<file path="src/rtl/tile_grid_pkg.sv">
// Shared types and constants for the tile-map controller.
// RGB332 colours, FSM states and tile index helper.
package tile_grid_pkg;

  typedef enum logic {
    CLEAR,
    IDLE
  } state_t;

  localparam logic [7:0] RGB_BG     = 8'b000_000_00;
  localparam logic [7:0] RGB_LINE   = 8'b111_111_11;
  localparam logic [7:0] RGB_CURSOR = 8'b111_000_00;

  function automatic logic [5:0] tile_idx(
    input logic [2:0] x,
    input logic [2:0] y,
    input int         w
  );
    return ({3'd0, y} * 6'(w)) + {3'd0, x};
  endfunction

endpackage

</file>
<file path="src/rtl/tile_grid_ctrl_if.sv">
// Tile write port: valid/ready handshake plus tile address and colour.
// Master is the maze/robot logic, slave is the tile controller.
interface tile_grid_ctrl_if;

  logic       wr_valid;
  logic       wr_ready;
  logic [2:0] wr_x;
  logic [2:0] wr_y;
  logic [7:0] wr_color;

  modport master (
    output wr_valid, wr_x, wr_y, wr_color,
    input  wr_ready
  );

  modport slave (
    input  wr_valid, wr_x, wr_y, wr_color,
    output wr_ready
  );

endinterface

</file>
<file path="src/rtl/tile_mem.sv">
// N x W tile RAM: one write port, one registered read port.
// Read-before-write so it maps onto block RAM.
module tile_mem #(
  parameter int N  = 20,
  parameter int AW = 5,
  parameter int W  = 8
) (
  input  logic          clk,
  input  logic          we,
  input  logic [AW-1:0] waddr,
  input  logic [W-1:0]  wdata,
  input  logic [AW-1:0] raddr,
  output logic [W-1:0]  rdata
);

  logic [W-1:0] mem [N];

  always_ff @(posedge clk) begin
    if (we)
      mem[waddr] <= wdata;
    rdata <= mem[raddr];
  end

endmodule

</file>
<file path="src/rtl/tile_grid_ctrl.sv">
// Tile-map controller: tile writes, clear walk, cursor blink and
// a 2-stage pixel pipeline into the VGA colour input.
module tile_grid_ctrl
  import tile_grid_pkg::*;
#(
  parameter int          GRID_W       = 4,
  parameter int          GRID_H       = 5,
  parameter int          TILE_LOG2    = 6,
  parameter int          BLINK_CYCLES = 12500000,
  parameter logic [7:0]  BG_COLOR     = RGB_BG,
  parameter logic [7:0]  LINE_COLOR   = RGB_LINE,
  parameter logic [7:0]  CURSOR_COLOR = RGB_CURSOR
) (
  input  logic              CLOCK,
  input  logic              RESET,
  input  logic [9:0]        PIXEL_X,
  input  logic [9:0]        PIXEL_Y,
  output logic [7:0]        PIXEL_COLOR_OUT,
  tile_grid_ctrl_if.slave   wr,
  input  logic              clr_req,
  output logic              busy,
  output logic              err_oob,
  input  logic              cur_en,
  input  logic [2:0]        cur_x,
  input  logic [2:0]        cur_y,
  output logic              blink
);

  localparam int N  = GRID_W * GRID_H;
  localparam int AW = (N > 1) ? $clog2(N) : 1;
  localparam int CW = (BLINK_CYCLES > 1) ? $clog2(BLINK_CYCLES) : 1;
  localparam int SW = 10 - TILE_LOG2;

  state_t        state, state_nx;
  logic [AW-1:0] clr_idx, clr_idx_nx;
  logic          wr_ready_c;

  always_ff @(posedge CLOCK) begin
    if (RESET) begin
      state   <= CLEAR;
      clr_idx <= '0;
    end else begin
      state   <= state_nx;
      clr_idx <= clr_idx_nx;
    end
  end

  always_comb begin
    state_nx   = state;
    clr_idx_nx = clr_idx;
    busy       = 1'b0;
    wr_ready_c = 1'b0;
    unique case (state)
      CLEAR: begin
        busy       = 1'b1;
        clr_idx_nx = clr_idx + 1'b1;
        if (clr_idx == AW'(N - 1)) begin
          state_nx   = IDLE;
          clr_idx_nx = '0;
        end
      end
      IDLE: begin
        wr_ready_c = ~clr_req;
        if (clr_req) begin
          state_nx   = CLEAR;
          clr_idx_nx = '0;
        end
      end
    endcase
  end

  assign wr.wr_ready = wr_ready_c;

  logic       wr_fire;
  logic       wr_inb;
  logic [5:0] wr_idx;

  assign wr_fire = wr.wr_valid & wr_ready_c;
  assign wr_inb  = ({1'b0, wr.wr_x} < 4'(GRID_W))
                 & ({1'b0, wr.wr_y} < 4'(GRID_H));
  assign wr_idx  = tile_idx(wr.wr_x, wr.wr_y, GRID_W);

  always_ff @(posedge CLOCK) begin
    if (RESET)
      err_oob <= 1'b0;
    else
      err_oob <= wr_fire & ~wr_inb;
  end

  logic [CW-1:0] blk_cnt;

  always_ff @(posedge CLOCK) begin
    if (RESET) begin
      blk_cnt <= '0;
      blink   <= 1'b1;
    end else if (blk_cnt == CW'(BLINK_CYCLES - 1)) begin
      blk_cnt <= '0;
      blink   <= ~blink;
    end else begin
      blk_cnt <= blk_cnt + 1'b1;
    end
  end

  // Stage 1: tile coordinates on the full shifted width.
  logic [SW-1:0] tx_f, ty_f;
  logic          in_c, on_edge_c;
  logic [5:0]    rd_idx;
  logic [AW-1:0] rd_addr;

  assign tx_f      = PIXEL_X[9:TILE_LOG2];
  assign ty_f      = PIXEL_Y[9:TILE_LOG2];
  assign in_c      = (tx_f < SW'(GRID_W)) & (ty_f < SW'(GRID_H));
  assign on_edge_c = (PIXEL_X[TILE_LOG2-1:0] == '0)
                   | (PIXEL_Y[TILE_LOG2-1:0] == '0);
  assign rd_idx    = tile_idx(tx_f[2:0], ty_f[2:0], GRID_W);
  assign rd_addr   = in_c ? AW'(rd_idx) : '0;

  logic       mem_we;
  logic [AW-1:0] mem_wa;
  logic [7:0] mem_wd;
  logic [7:0] mem_rd;

  assign mem_we = busy | (wr_fire & wr_inb);
  assign mem_wa = busy ? clr_idx : AW'(wr_idx);
  assign mem_wd = busy ? BG_COLOR : wr.wr_color;

  tile_mem #(
    .N  (N),
    .AW (AW),
    .W  (8)
  ) u_mem (
    .clk   (CLOCK),
    .we    (mem_we),
    .waddr (mem_wa),
    .wdata (mem_wd),
    .raddr (rd_addr),
    .rdata (mem_rd)
  );

  logic [2:0] s1_tx, s1_ty;
  logic       s1_in, s1_edge;

  always_ff @(posedge CLOCK) begin
    if (RESET) begin
      s1_tx   <= '0;
      s1_ty   <= '0;
      s1_in   <= 1'b0;
      s1_edge <= 1'b0;
    end else begin
      s1_tx   <= tx_f[2:0];
      s1_ty   <= ty_f[2:0];
      s1_in   <= in_c;
      s1_edge <= on_edge_c;
    end
  end

  // Stage 2: priority mux flattened into exclusive selects.
  logic       cur_hit;
  logic       sel_bg, sel_line, sel_cur, sel_mem;
  logic [7:0] pix_nx;

  assign cur_hit  = cur_en & blink
                  & (s1_tx == cur_x) & (s1_ty == cur_y);
  assign sel_bg   = ~s1_in;
  assign sel_line = s1_in & s1_edge;
  assign sel_cur  = s1_in & ~s1_edge & cur_hit;
  assign sel_mem  = s1_in & ~s1_edge & ~cur_hit;

  always_comb begin
    pix_nx = BG_COLOR;
    unique case (1'b1)
      sel_bg:   pix_nx = BG_COLOR;
      sel_line: pix_nx = LINE_COLOR;
      sel_cur:  pix_nx = CURSOR_COLOR;
      sel_mem:  pix_nx = mem_rd;
      default:  pix_nx = BG_COLOR;
    endcase
  end

  always_ff @(posedge CLOCK) begin
    if (RESET)
      PIXEL_COLOR_OUT <= '0;
    else
      PIXEL_COLOR_OUT <= pix_nx;
  end

endmodule

</file>
<file path="src/flat_wrapper.sv">
// flat-port wrapper written by rule: the top's interface ports become plain ports
module tile_grid_ctrl_flat import tile_grid_pkg::*;
#(
  parameter int          GRID_W       = 4,
  parameter int          GRID_H       = 5,
  parameter int          TILE_LOG2    = 6,
  parameter int          BLINK_CYCLES = 12500000,
  parameter logic [7:0]  BG_COLOR     = RGB_BG,
  parameter logic [7:0]  LINE_COLOR   = RGB_LINE,
  parameter logic [7:0]  CURSOR_COLOR = RGB_CURSOR
)
  (CLOCK, RESET, PIXEL_X, PIXEL_Y, PIXEL_COLOR_OUT, clr_req, busy, err_oob, cur_en, cur_x, cur_y, blink, wr_wr_valid, wr_wr_x, wr_wr_y, wr_wr_color, wr_wr_ready);
  tile_grid_ctrl_if wr_i ();
  input  logic CLOCK;
  input  logic RESET;
  input  logic [9:0] PIXEL_X;
  input  logic [9:0] PIXEL_Y;
  output logic [7:0] PIXEL_COLOR_OUT;
  input  logic clr_req;
  output logic busy;
  output logic err_oob;
  input  logic cur_en;
  input  logic [2:0] cur_x;
  input  logic [2:0] cur_y;
  output logic blink;
  input wire logic [$bits(wr_i.wr_valid)-1:0] wr_wr_valid;
  input wire logic [$bits(wr_i.wr_x)-1:0] wr_wr_x;
  input wire logic [$bits(wr_i.wr_y)-1:0] wr_wr_y;
  input wire logic [$bits(wr_i.wr_color)-1:0] wr_wr_color;
  output wire logic [$bits(wr_i.wr_ready)-1:0] wr_wr_ready;
  assign wr_i.wr_valid = wr_wr_valid;
  assign wr_i.wr_x = wr_wr_x;
  assign wr_i.wr_y = wr_wr_y;
  assign wr_i.wr_color = wr_wr_color;
  assign wr_wr_ready = wr_i.wr_ready;
  tile_grid_ctrl #(.GRID_W(GRID_W), .GRID_H(GRID_H), .TILE_LOG2(TILE_LOG2), .BLINK_CYCLES(BLINK_CYCLES), .BG_COLOR(BG_COLOR), .LINE_COLOR(LINE_COLOR), .CURSOR_COLOR(CURSOR_COLOR)) u_core (.CLOCK(CLOCK), .RESET(RESET), .PIXEL_X(PIXEL_X), .PIXEL_Y(PIXEL_Y), .PIXEL_COLOR_OUT(PIXEL_COLOR_OUT), .wr(wr_i), .clr_req(clr_req), .busy(busy), .err_oob(err_oob), .cur_en(cur_en), .cur_x(cur_x), .cur_y(cur_y), .blink(blink));
endmodule
</file>
<file path="config.mk">
export PLATFORM = sky130hd
export DESIGN_NAME = tile_grid_ctrl_flat
export DESIGN_NICKNAME = d
export VERILOG_FILES = /design/src/rtl/tile_grid_pkg.sv /design/src/rtl/tile_grid_ctrl_if.sv /design/src/rtl/tile_mem.sv /design/src/rtl/tile_grid_ctrl.sv /design/src/flat_wrapper.sv
export SDC_FILE = /design/constraint.sdc
export NUM_CORES = 1
export LEC_CHECK = 0
export ABC_AREA = 1
export CORE_MARGIN = 5
export CORE_UTILIZATION = 47
export CTS_CLUSTER_DIAMETER = 100
export DETAILED_ROUTE_END_ITERATION = 8
export HOLD_SLACK_MARGIN = 0.15
export PLACE_DENSITY = 0.66
export SLEW_MARGIN = 20
export SYNTH_ARGS = -nofsm -noshare
export SYNTH_HDL_FRONTEND = slang
export SYNTH_HIERARCHICAL = 1
export SYNTH_SLANG_ARGS = --single-unit
</file>
<file path="constraint.sdc">
create_clock -name CLOCK -period 2.5 [get_ports CLOCK]
set_input_delay 0.375 -clock CLOCK [delete_from_list [all_inputs] [get_ports CLOCK]]
set_output_delay 0.375 -clock CLOCK [all_outputs]
set_load 0.02 [all_outputs]
</file>
==> flow_metrics.tcl <==
set metrics [dict create \
    crit_path_max_fanout 8 \
    clock-sinks 216 \
    synth_top_cells_by_count "nand2_1 (296), edfxtp_1 (160), nand3_1 (122)" \
    clockBufferDepth 3 \
    synth_cell_types 32 \
    die_h_um 150 \
    r2r_cells 7 \
    max_freq_ghz 0.439 \
    vias 6801 \
    p_leak_uw 0.00422 \
    track_usage 0.199 \
    routabilityCongestion 0.874 \
    placementRows 51 \
    fp.coreArea_sq_mm 0.0194 \
    synth_edf_count 160 \
    min_to "u_core/s1_tx[1]$_SDFF_PP0_" \
    ant_nets 0 \
    area_delta_synth_final_pct 19.9 \
    finalNonFillerCells 1321 \
    ys_seq_area_frac 0.644 \
    grt_pass1_vias 6509 \
    grt_max_degree 67 \
    drt_pass1_iterations 5 \
    clk_latency_ps 500 \
    root_buffer "clkbuf_16" \
    drive_gt1_frac 0.102 \
    power_frac_clock 0.423 \
    initial_core_util 0.475 \
    synth_top_area_frac 0.522 \
    fin_crit_sh 0.910 \
    timing.critical_path.required_ps 2630 \
    holdCritStartpoint "PIXEL_X[7]" \
    switchingPower_uw 1550 \
    worstMarginPinSlew_ps 672 \
    setup_tns_ps 0 \
    dieArea_sq_mm 0.0225 \
    synth_top_cell_by_area "edfxtp_1" \
    die_w_um 150 \
    dp.cells 1280 \
    synth_cells 938 \
    antenna_found_initial 0 \
    hold_violations 0 \
    post-route-drc-count 0 \
    startpoint "wr_wr_x[2]" \
    synth_nets 989 \
    power.total_uw 7490 \
    path_clk_slew_ps 50 \
    rsz0062_at_grt "no" \
    finalSetupViolCount 0 \
    comb_power_share 0.054 \
    hold_path_depth 3 \
    io_buffers 56 \
    power_frac_seq 0.523 \
    slew_violations 0 \
    ys_ff_latch 216 \
    ys.warnings.count 6 \
    worst_setup_path_start_kind "input port" \
    period_needed_ps 2280 \
    rrSetupSlack_ps 420 \
    grt-ovfl-total 0 \
    swShare 0.207 \
    crit-reg2reg-launch "u_core/state$_SDFF_PP0_" \
    synth.avg_cell_area_sq_um 9.82 \
    grt_pass1_wl_um 34800 \
    critPathKind "input port to flop" \
    power.density_mw_per_mm2 679 \
    yosysMostFrequentCell "nand2_1" \
    outcome "finished clean" \
    n_antenna_cell 0 \
    r2r_end "u_core/u_mem/mem[8][5]$_DFFE_PP_" \
    synth_area_sq_mm 0.00921 \
    ctsHtreeMaxLevel 1 \
    cts_made_buffers 23 \
    cp.arrival_ps 2400 \
    synth_ff_type "edfxtp_1" \
    synthTopCellsByArea "edfxtp_1 (52%), dfxtp_1 (12%), nand2_1 (12%)" \
    dp_hpwl_um 14700 \
    fin_skew_ps 8.53 \
    drtIter0Drc 559 \
    routed_wirelength_um 22000 \
    end_kind "flop" \
    irDropWorstVdd_mv 0.582 \
    synth-async-reset-ratio 0 \
    nNetsFinal 1091 \
    drv_cap 0 \
    vias_per_cell 5.15 \
    wl_per_cell_um 16.7 \
    pin_count 57 \
    slew_headroom 0.550 \
    p_int_uw 5940 \
    cts_tree "built" \
    min_path_type "input port to flop" \
]
## metrics by stage
stage / cell area (sq um) / util / setup WS, ps / hold WS [ps]
3_5_place_dp: 10300 / 0.532 / -415 / 440
2_1_floorplan: 9210 / - / 437 / 417
5_1_grt: 11000 / 0.569 / 41.1 / 442
6_report: 11000 / 0.569 / 224 / 443
4_1_cts: 11000 / 0.569 / 120 / 421
3_3_place_gp: 10300 / 0.532 / -317 / 431
## critical path, stage by stage
cell             delay (ps)
clkdlybuf4s50_1         430
ha_1                    210
ha_1                    190
xnor2_1                 130
o21ai_0                 190
inv_1                   170
nand3_1                 170
nor2_1                  550
## sequential cells by signal, indices dropped and copies added (netlist names), 3 cells and up
register	flops
u_core/s1_ty	3
u_core/u_mem/rdata	8
u_core/blk_cnt	24
u_core/u_mem/mem	160
u_core/PIXEL_COLOR_OUT	8
u_core/clr_idx	5
u_core/s1_tx	3
## layout by cell type (no fill, tap or decap)
cell               n
nor2_2             8
a21oi_1           29
inv_1             55
nand2_1          296
nor3_1             7
nor3_2             1
dfxtp_1           56
ha_1               6
nor2_4             2
inv_2              3
nand2_4            1
clkinv_4           1
clkinv_1           2
o21ai_1            1
clkbuf_1           8
clkbuf_8           4
nand3_2            1
edfxtp_1         160
or2_2              1
a211oi_1           1
o22ai_1            8
buf_12             3
clkdlybuf4s50_1   56
o21ai_0           22
nand2_2            3
nor4_1             2
clkinv_2           2
xor2_1             6
nor2_1            93
xnor2_1            5
clkbuf_16         24
buf_4             53
inv_6              1
nand4_1            7
or2_0              2
nand3_1          122
nand3b_1           4
## cell families (layout without fill, tap and decap cells)
family	Yosys count	after routing	synth area share
DFF	216	216	0.644
AOI/OAI and AO/OA	61	61	0.0345
and+or+nand+nor	550	550	0.252
buffers and inverters	94	212	0.0518
xor gates and xnor gates	11	11	0.0105
adders and majority gates	6	6	0.00815
## worst max path at each step
| stage | slack (ps) | to | depth (start not counted) |
|---|---|---|---|
| 6_report | 220 | u_core/u_mem/mem[1][5]$_DFFE_PP_ | 8 |
| 5_1_grt | 40 | u_core/u_mem/mem[1][1]$_DFFE_PP_ | 8 |
| 4_1_cts | 120 | u_core/u_mem/mem[6][1]$_DFFE_PP_ | 8 |
| 3_5_place_dp | -420 | u_core/u_mem/mem[6][2]$_DFFE_PP_ | 8 |
| 3_3_place_gp | -320 | u_core/u_mem/mem[6][4]$_DFFE_PP_ | 8 |
| 2_1_floorplan | 440 | u_core/u_mem/mem[10][0]$_DFFE_PP_ | 7 |
## layout make-up
| class | instances | area, sq um |
|---|---|---|
| fill | 1727 | 8360 |
| sequential | 216 | 5930 |
| multi-input combinational | 628 | 2820 |
| timing repair buffer | 112 | 1020 |
| clock buffer | 36 | 686 |
| tap | 265 | 332 |
| inverter | 59 | 226 |
| clock inverter | 5 | 26.3 |
## power groups by stage
stage	Combinational [uW]	Clock (uW)	Sequential (uW)
2_1_floorplan	212	0	3980
3_3_place_gp	394	0	3990
3_5_place_dp	397	0	3990
4_1_cts	401	3250	3920
5_1_grt	446	3400	3920
6_report	403	3170	3920
## layer usage
metal	vias to the layer above	GRT usage	part of all wire
met5	-	0	0
met4	0	0.0622	0.028
met3	51	0.0366	0.076
met2	248	0.316	0.45
met1	3146	0.279	0.45
li1	3356	-	-
## what timing repair did
item,in CTS,in global routing
resized for setup,0,3
hold buffers,0,0
endpoints found under the setup margin,0,24
setup buffers,0,0
(Power assumes the default switching activity.)
==> edit (config.mk and constraints unchanged) <==
`BLINK_CYCLES` is set to 12500000 in 2 places; all go to 25000000.
--- a/src/rtl/tile_grid_ctrl.sv
+++ b/src/rtl/tile_grid_ctrl.sv
@@ -6,7 +6,7 @@
   parameter int          GRID_W       = 4,
   parameter int          GRID_H       = 5,
   parameter int          TILE_LOG2    = 6,
-  parameter int          BLINK_CYCLES = 12500000,
+  parameter int          BLINK_CYCLES = 25000000,
   parameter logic [7:0]  BG_COLOR     = RGB_BG,
   parameter logic [7:0]  LINE_COLOR   = RGB_LINE,
   parameter logic [7:0]  CURSOR_COLOR = RGB_CURSOR
--- a/src/flat_wrapper.sv
+++ b/src/flat_wrapper.sv
@@ -4,7 +4,7 @@
   parameter int          GRID_W       = 4,
   parameter int          GRID_H       = 5,
   parameter int          TILE_LOG2    = 6,
-  parameter int          BLINK_CYCLES = 12500000,
+  parameter int          BLINK_CYCLES = 25000000,
   parameter logic [7:0]  BG_COLOR     = RGB_BG,
   parameter logic [7:0]  LINE_COLOR   = RGB_LINE,
   parameter logic [7:0]  CURSOR_COLOR = RGB_CURSOR
Behaviour: same outputs for any inputs over 10 cycles, from zero or initial values and one cycle with RESET high; that may be too few to reach the edited logic, so the function may still have changed.
==> edit against the original RTL <==
Via count is 1.2% lower; register-to-register slack lost 140 ps; non-clock buffer count down 2; global-route usage decreased by 0.77 points; first-iteration DRC count decreased by 12%; sequential share of layout area shrank 0.60 points; final area rose by 1.5%; maximum frequency down 7.4%; largest power group unchanged; utilization rose by 0.64 points; routed wire length fell by 3.2%; critical endpoint is now u_core/u_mem/mem[1][1]; setup slack worse by 180 ps; synthesized area increased by 1.1%; total power grew 3.2%; sequential cell count is 1 higher.
==> edit: results (changes against the original RTL) <==
* Detailed-route vias per instance at 5.11 (was 5.15)
* Max clock buf depth at 3 (unchanged)
* Status: complete, no violations (unchanged)
* Worst reg2reg path depth at 4 (was 7)
* Sequential share of the synthesized area at 0.639 (was 0.644)
* Mux cell area share after synthesis at 0 (unchanged)
* Pin count of the biggest net entering global routing at 36 (was 67)
* Final max-slew violation count at 0 (unchanged)
* Switching share of power at 0.204 (was 0.207)
* Register-to-register setup slack at 280 ps (was 420 ps)
* Area share of fa/ha/maj cells after synthesis at 0.00807 (was 0.00815)
* Overall Global Routing Usage at 0.191 (was 0.199)
* Gpl congestion at 0.814 (was 0.874)
* Final-layout fill cell count at 1711 (was 1727)
* Clock power frac at 0.439 (was 0.423)
* Max stage delay on crit path at 570 ps (was 550 ps)
* Largest cells by area after synthesis: edfxtp_1 (52%), dfxtp_1 (12%), nand2_1 (12%) (unchanged)
* Hold path startpoint: u_core/u_mem/rdata[0] (was PIXEL_X[7])
* VDD IR max at 0.526 mV (was 0.582 mV)
* Largest regs: u_core/u_mem/mem (160), u_core/blk_cnt (25) (was u_core/u_mem/mem (160), u_core/blk_cnt (24))
* Arr. time, crit path at 2580 ps (was 2400 ps)
* Crit path launch: wr_wr_x[2] (unchanged)
* Setup Fix Bufs, Post-CTS at 0 (unchanged)
* H-tree depth at 1 (unchanged)
* LEAKAGE at 4.24 nW (was 4.22 nW)
* EDFF count, synth at 160 (unchanged)
* FF-to-FF Start: u_core/clr_idx[3] (was u_core/state)
* Syn_nets at 988 (was 989)
* Top cells by count, synth: nand2_1 (288), edfxtp_1 (160), nand3_1 (125) (was nand2_1 (296), edfxtp_1 (160), nand3_1 (122))
* Synth Area in XOR/XNOR at 0.0122 (was 0.0105)
* Final HPWL DP at 14.6 mm (was 14.7 mm)
* Antenna violations before repair at 0 (unchanged)
* First-pass GRT wire length at 33.9 mm (was 34.8 mm)
* CP endpoint: u_core/u_mem/mem[1][1] (was u_core/u_mem/mem[1][5])
* Root Driver: clkbuf_16 (unchanged)
* Reg-to-reg endpoint: u_core/u_mem/mem[13][3] (was u_core/u_mem/mem[8][5])
* Worst hold stages at 2 (was 3)
* Layout cell share with drive strength beyond 1 at 0.128 (was 0.102)
* Reg clk slew, reported paths at 60 ps
* Number of global-route vias before repair at 6407 (was 6509)
* Least-Margin Pin Slew at 646 ps (was 672 ps)
* HP Class: flop to flop (was input pin to flop)
* DRT iter0 DRCs at 492 (was 559)
* Clk_skew at 12.1 ps (was 8.53 ps)
* Count of cell types in the netlist at 34 (was 32)
* Port-buffer cells at 56 (unchanged)
* Post-layout net count at 1088 (was 1091)
* WL per Instance at 16.2 um (was 16.7 um)
* MaxCap Viol Count at 0 (unchanged)
* Compound-gate portion of the synthesized area at 0.0379 (was 0.0345)
-- edit: cell count changes after synthesis, moves of 3 or more --
| cell | delta |
|---|---|
| a21oi_1 | -12 |
| a21oi_2 | +9 |
| inv_1 | -6 |
| nand2_1 | -8 |
| nand3_1 | +3 |
| nand4_1 | -6 |
| nor2_1 | -5 |
| nor2_2 | +13 |
| nor3_1 | +3 |
| xor2_1 | +3 |
-- edit: worst min path at each step --
stage                                            to  slack [ps]
after floorplan           u_core/PIXEL_COLOR_OUT[0]         430
after global placement            u_core/blk_cnt[0]         440
after detailed placement  u_core/PIXEL_COLOR_OUT[0]         450
after CTS                           u_core/s1_tx[0]         440
after global routing                u_core/s1_tx[1]         470
final                     u_core/PIXEL_COLOR_OUT[0]         460
-- edit: cell type report --
cell class	instances	area share
sequential	217	0.531
clock inverter	10	0.00950
tap	265	0.0296
timing repair buffer	110	0.0930
inverter	54	0.0185
clock buffer	29	0.0590
multi-input combinational	631	0.259
-- edit: layer usage --
layer | wire length [um] | track usage
met5 | 0 | 0
met4 | 572 | 0.0494
met3 | 1830 | 0.0382
met2 | 9380 | 0.299
met1 | 9510 | 0.275
-- edit: per-stage QoR --
stage	instance area (um2)	setup slack, ps	std cells	hold WS (ps)	total power (W)
floorplan	9310	437	937	426	0.00422
global placement	10400	-345	1277	440	0.00440
detailed placement	10400	-449	1277	455	0.00440
CTS	11200	55.1	1316	442	0.00780
global route	11200	-47.1	1316	466	0.00800
finish	11200	42.3	1316	463	0.00773
-- edit: kinds of logic (layout without fill, tap and decap cells) --
logic type,after synthesis,count (layout)
buffers and inverters,89,203
xor gates and xnor gates,13,13
AOI/OAI and AO/OA,61,61
DFF,217,217
and+or+nand+nor,551,551
adders and majority gates,6,6
